`src/rtl/keccak_round_ctrl.sv`:
```
// keccak_round_ctrl: Keccak-f round sequencer (optional abort via KECCAK_ROUND_CTRL_ABORT_EN)
module keccak_round_ctrl #(
  parameter int NUM_ROUNDS = 24,
  parameter int UNROLL = 1
) (
  input  logic       clk,
  input  logic       rst,
  input  logic       in_valid,
  output logic       in_ready,
  output logic       load_en,
  output logic       round_en,
  output logic [4:0] round_number,
  output logic       round_last,
  output logic       out_valid,
  input  logic       out_ready,
`ifdef KECCAK_ROUND_CTRL_ABORT_EN
  input  logic       abort,
  output logic       aborted,
`endif
  output logic       busy
);
  if (NUM_ROUNDS < 1 || NUM_ROUNDS > 24 || UNROLL < 1 || NUM_ROUNDS % UNROLL != 0) begin : g_bad_cfg
    $error("keccak_round_ctrl: illegal NUM_ROUNDS/UNROLL combination");
  end
  typedef enum logic [1:0] {IDLE, LOAD, ROUND, DONE} state_t;
  state_t state, state_n;
  logic [4:0] cnt, cnt_n;
  logic last;
  assign last = state == ROUND && cnt == 5'(NUM_ROUNDS - UNROLL);
  always_comb begin
    state_n = state == IDLE  ? (in_valid ? LOAD : IDLE) :
              state == LOAD  ? ROUND :
              state == ROUND ? (last ? DONE : ROUND) :
                               (out_ready ? IDLE : DONE);
    cnt_n = state == ROUND && !last ? cnt + 5'(UNROLL) : 5'd0;
`ifdef KECCAK_ROUND_CTRL_ABORT_EN
    if (abort && state != IDLE) begin
      state_n = IDLE;
      cnt_n = 5'd0;
    end
`endif
  end
  always_ff @(posedge clk) begin
    if (rst) begin
      state <= IDLE;
      cnt <= 5'd0;
    end else begin
      state <= state_n;
      cnt <= cnt_n;
    end
  end
`ifdef KECCAK_ROUND_CTRL_ABORT_EN
  always_ff @(posedge clk) aborted <= !rst && abort && state != IDLE;
`endif
  assign in_ready = state == IDLE;
  assign load_en = state == LOAD;
  assign round_en = state == ROUND;
  assign round_number = round_en ? cnt : 5'd0;
  assign round_last = last;
  assign out_valid = state == DONE;
  assign busy = state != IDLE;
endmodule

```
`config.mk`:
```
export PLATFORM = sky130hd
export DESIGN_NAME = keccak_round_ctrl
export DESIGN_NICKNAME = d
export VERILOG_FILES = /design/src/rtl/keccak_round_ctrl.sv
export SDC_FILE = /design/constraint.sdc
export NUM_CORES = 1
export LEC_CHECK = 0
export BUFFER_PORTS_ARGS = -buffer_cell sky130_fd_sc_hd__clkbuf_2
export CAP_MARGIN = 20
export CORE_AREA = 3 3 40 42
export DETAILED_ROUTE_END_ITERATION = 8
export DIE_AREA = 0 0 43 45
export GPL_TIMING_DRIVEN = 0
export PLACE_DENSITY_LB_ADDON = 0.1
export SKIP_LAST_GASP = 1
export SYNTH_ARGS = -nofsm -noshare
export SYNTH_HDL_FRONTEND = slang
export SYNTH_SLANG_ARGS = --single-unit
```
`constraint.sdc`:
```
create_clock -name clk -period 2.2 [get_ports clk]
set_input_delay 0.11 -clock clk [delete_from_list [all_inputs] [get_ports clk]]
set_output_delay 0.11 -clock clk [all_outputs]
set_load 0.01 [all_outputs]
```
==> qor.yml <==
synthMostInstantiatedCell: "sky130_fd_sc_hd__dfxtp_1"
rows: 13
synth_cell_types: 19
met2_usage_pct: 11.98
finalWorstSetupSlack_ns: 0.7270
cts.reportedPaths.clkPinSlew_ns: 0.05
cap_viol_max_count: 0
vias_per_cell: 4.639
worstPathArrival_ns: 1.36
final_min_period_over_clock_period_pct: 66.96
grt_most_used_layer: "met2"
post_cts.resized_instances: 0
cts-root-to-sink-buffers: 2
synth-seq-cells: 7
yosysTopAreaCellShare_pct: 41.64
max_stage_delay_ns: 0.37
power_per_cell_area_mw_per_mm2: 625.9
seq_area_frac_synth_pct: 41.64
port_buffers: 14
rsz0062_at_grt: "no"
globalRouteOverflowTotal: 0
cp-end-kind: "output pin"
most_used_flip_flop_cell_after_synthesis: "sky130_fd_sc_hd__dfxtp_1"
stdcell_count: 72
antenna-diode-count: 0
tritoncts: "built"
crit_fanout: 4
largest_net_degree_at_the_start_of_global_routing: 8
worstPathRequired_ns: 2.09
worstPathBufferInverterCount: 2
critical_path.top_delay_family: "flip-flops"
initial_core_util_pct: 26.19
die-area_mm2: 0.001935
cts_hold_buf: 0
finalSetupTns_ns: 0
synthesis.area_per_instance_um2: 8.630
vias_in_the_first_global_route: 281
final_net_count: 63
share_of_post_route_cells_with_drive_strength_above_1_pct: 33.33
timing_worst_slew_pin_value_ns: 0.2284
drt-wirelength-per-cell_um: 9.931
worstSetupPathType: "reg -> out"
hold_violations: 0
place.detailed.hpwl_um: 570
totalPowerFinal_w: 0.0002827
areaGrowthSynthToFinish_pct: 34.20
cts.sinks: 7
place_congestion: 0.6340
firstDrtPassIters: 2
slew_violations: 0
critical_path_cell_list: "ha_1 -> and4b_1 -> nand2_1 -> inv_1 -> clkbuf_2"
synthesis.area_um2: 336.6
grt_util_all_layers_pct: 8.826
num_vias: 334
worst_skew_ns: 0.002369
leakagePower_nw: 0.2269
drt_iter0_drc: 1
dpl-instance-area_um2: 425.4
fp.coreArea_mm2: 0.001285
postCtsSetupRepairBufs: 0
max_slew_margin_pct: 84.71
crit_path_start_kind: "flop"
synth.yosys.warnings: 0
outcome: "finished clean"
die_w_um: 43
number_of_antenna_violations_at_the_first_check_in_global_routing: 0
synth.largest_area_cell: "sky130_fd_sc_hd__dfxtp_1"
chipHeight_um: 45
nFillCells: 147
met1_usage_in_global_routing_pct: 9.398
vdd_ir_drop_max_mv: 0.2616
post-place-cells: 68
final_cell_area_um2: 451.7
mappedNetlistNets: 44
htree_depth: 1
critPathSlowestCell: "sky130_fd_sc_hd__dfxtp_1"
groute.layer.met3.usage_pct: 3.586
synth_cells: 39
report.final.setup_viol: 0
clock_tree.root_cell: "sky130_fd_sc_hd__clkbuf_4"
synth-edff-count: 0
cts_buffers: 3
clk-insertion-delay-late_ns: 0.25
max_freq_mhz: 678.9
synth_common_cells: "sky130_fd_sc_hd__dfxtp_1 (7), sky130_fd_sc_hd__and2_1 (6), sky130_fd_sc_hd__inv_1 (4), sky130_fd_sc_hd__nand2_1 (3), sky130_fd_sc_hd__nor2_1 (3)"
synthTopCellsByArea: "sky130_fd_sc_hd__dfxtp_1 (42%), sky130_fd_sc_hd__and2_1 (11%), sky130_fd_sc_hd__and4b_1 (5.9%)"
hold_class: "in -> reg"
post_place_setup_slack_ns: 0.9040
postRouteWirelength_um: 715
async_flop_share_pct: 0
finalCriticalPeriod_ns: 1.473
postRouteAntennaNets: 0
drcViolationCount: 0
boundary_pins: 15
global_route_wire_length_before_repair_mm: 1.145
[cell families after synthesis]
family	synth area share [%]
AOI/OAI and AO/OA	5.577
xor gates and xnor gates	5.205
adders and majority gates	3.717
buffers and inverters	4.460
DFF	41.63
and+or+nand+nor	39.41
[cells in the final DEF, fill, tap and decap left out]
master	Yosys	layout
sky130_fd_sc_hd__clkbuf_2	0	14
sky130_fd_sc_hd__dfxtp_1	7	7
sky130_fd_sc_hd__and2_1	6	6
sky130_fd_sc_hd__inv_1	4	4
sky130_fd_sc_hd__nor2_1	3	3
sky130_fd_sc_hd__nand2_1	3	3
sky130_fd_sc_hd__clkbuf_4	0	3
sky130_fd_sc_hd__and4b_1	2	2
sky130_fd_sc_hd__nor3_1	2	2
sky130_fd_sc_hd__nand2b_1	1	1
sky130_fd_sc_hd__nor2b_1	1	1
sky130_fd_sc_hd__or3_4	1	1
sky130_fd_sc_hd__nand3_1	1	1
sky130_fd_sc_hd__xor2_1	1	1
sky130_fd_sc_hd__nor2_2	1	1
sky130_fd_sc_hd__a21oi_1	1	1
sky130_fd_sc_hd__a211oi_1	1	1
sky130_fd_sc_hd__nand3b_1	1	1
sky130_fd_sc_hd__a31oi_1	1	1
sky130_fd_sc_hd__xnor2_1	1	1
sky130_fd_sc_hd__ha_1	1	1
sky130_fd_sc_hd__clkbuf_1	0	1
[layer usage]
metal  vias up  part of all wire (%)
met5         -                     0
met4         0                   4.1
met3         4                   9.4
met2        14                    43
met1       151                    44
li1        165                     -
[layout make-up]
| class | instances | area [µm²] | area share, % |
|---|---|---|---|
| Multi-Input combinational cell | 28 | 181.4 | 40.17 |
| Sequential cell | 7 | 140.1 | 31.02 |
| Timing Repair Buffer | 14 | 70.07 | 15.51 |
| Clock buffer | 4 | 26.28 | 5.817 |
| Tap cell | 15 | 18.77 | 4.155 |
| Inverter | 4 | 15.01 | 3.324 |
[sequential cells by signal, indices dropped and copies added, names as in the netlist]
| register | count |
|---|---|
| cnt | 5 |
| state | 2 |
[final timing paths]
path | endpoint | from | depth (start not counted) | slack [ns]
setup / recovery | round_last | cnt[0]$_SDFF_PP0_ | 5 | 0.73
setup reg to reg | cnt[3]$_SDFF_PP0_ | cnt[0]$_SDFF_PP0_ | 4 | 0.90
hold / removal | state[1]$_SDFF_PP0_ | out_ready | 2 | 0.05
hold reg to reg | cnt[0]$_SDFF_PP0_ | cnt[0]$_SDFF_PP0_ | 1 | 0.47
[worst register-to-register path: stages, from the launching register on]
cell and delay [ns]:
sky130_fd_sc_hd__dfxtp_1 0.33, sky130_fd_sc_hd__ha_1 0.25, sky130_fd_sc_hd__and4b_1 0.21, sky130_fd_sc_hd__or3_4 0.35, sky130_fd_sc_hd__nor2_2 0.10
[per-stage QoR]
| step | utilization, % | hold WS, ns |
|---|---|---|
| after floorplan | - | 0.1794 |
| after global placement | 33.11 | 0.3137 |
| after detailed placement | 33.11 | 0.3118 |
| after CTS | 35.15 | 0.04148 |
| after global routing | 35.15 | 0.04777 |
| final | 35.15 | 0.05082 |
[report_power, final]
group / internal [W] / total (W) / leakage, nW / switching, W
logic: 0.0000129 / 0.0000309 / 0.155 / 0.0000180
clock network: 0.0000692 / 0.000117 / 0.0150 / 0.0000479
registers: 0.000131 / 0.000135 / 0.0568 / 0.00000391
Note: power is estimated with default switching activity, not from simulation.
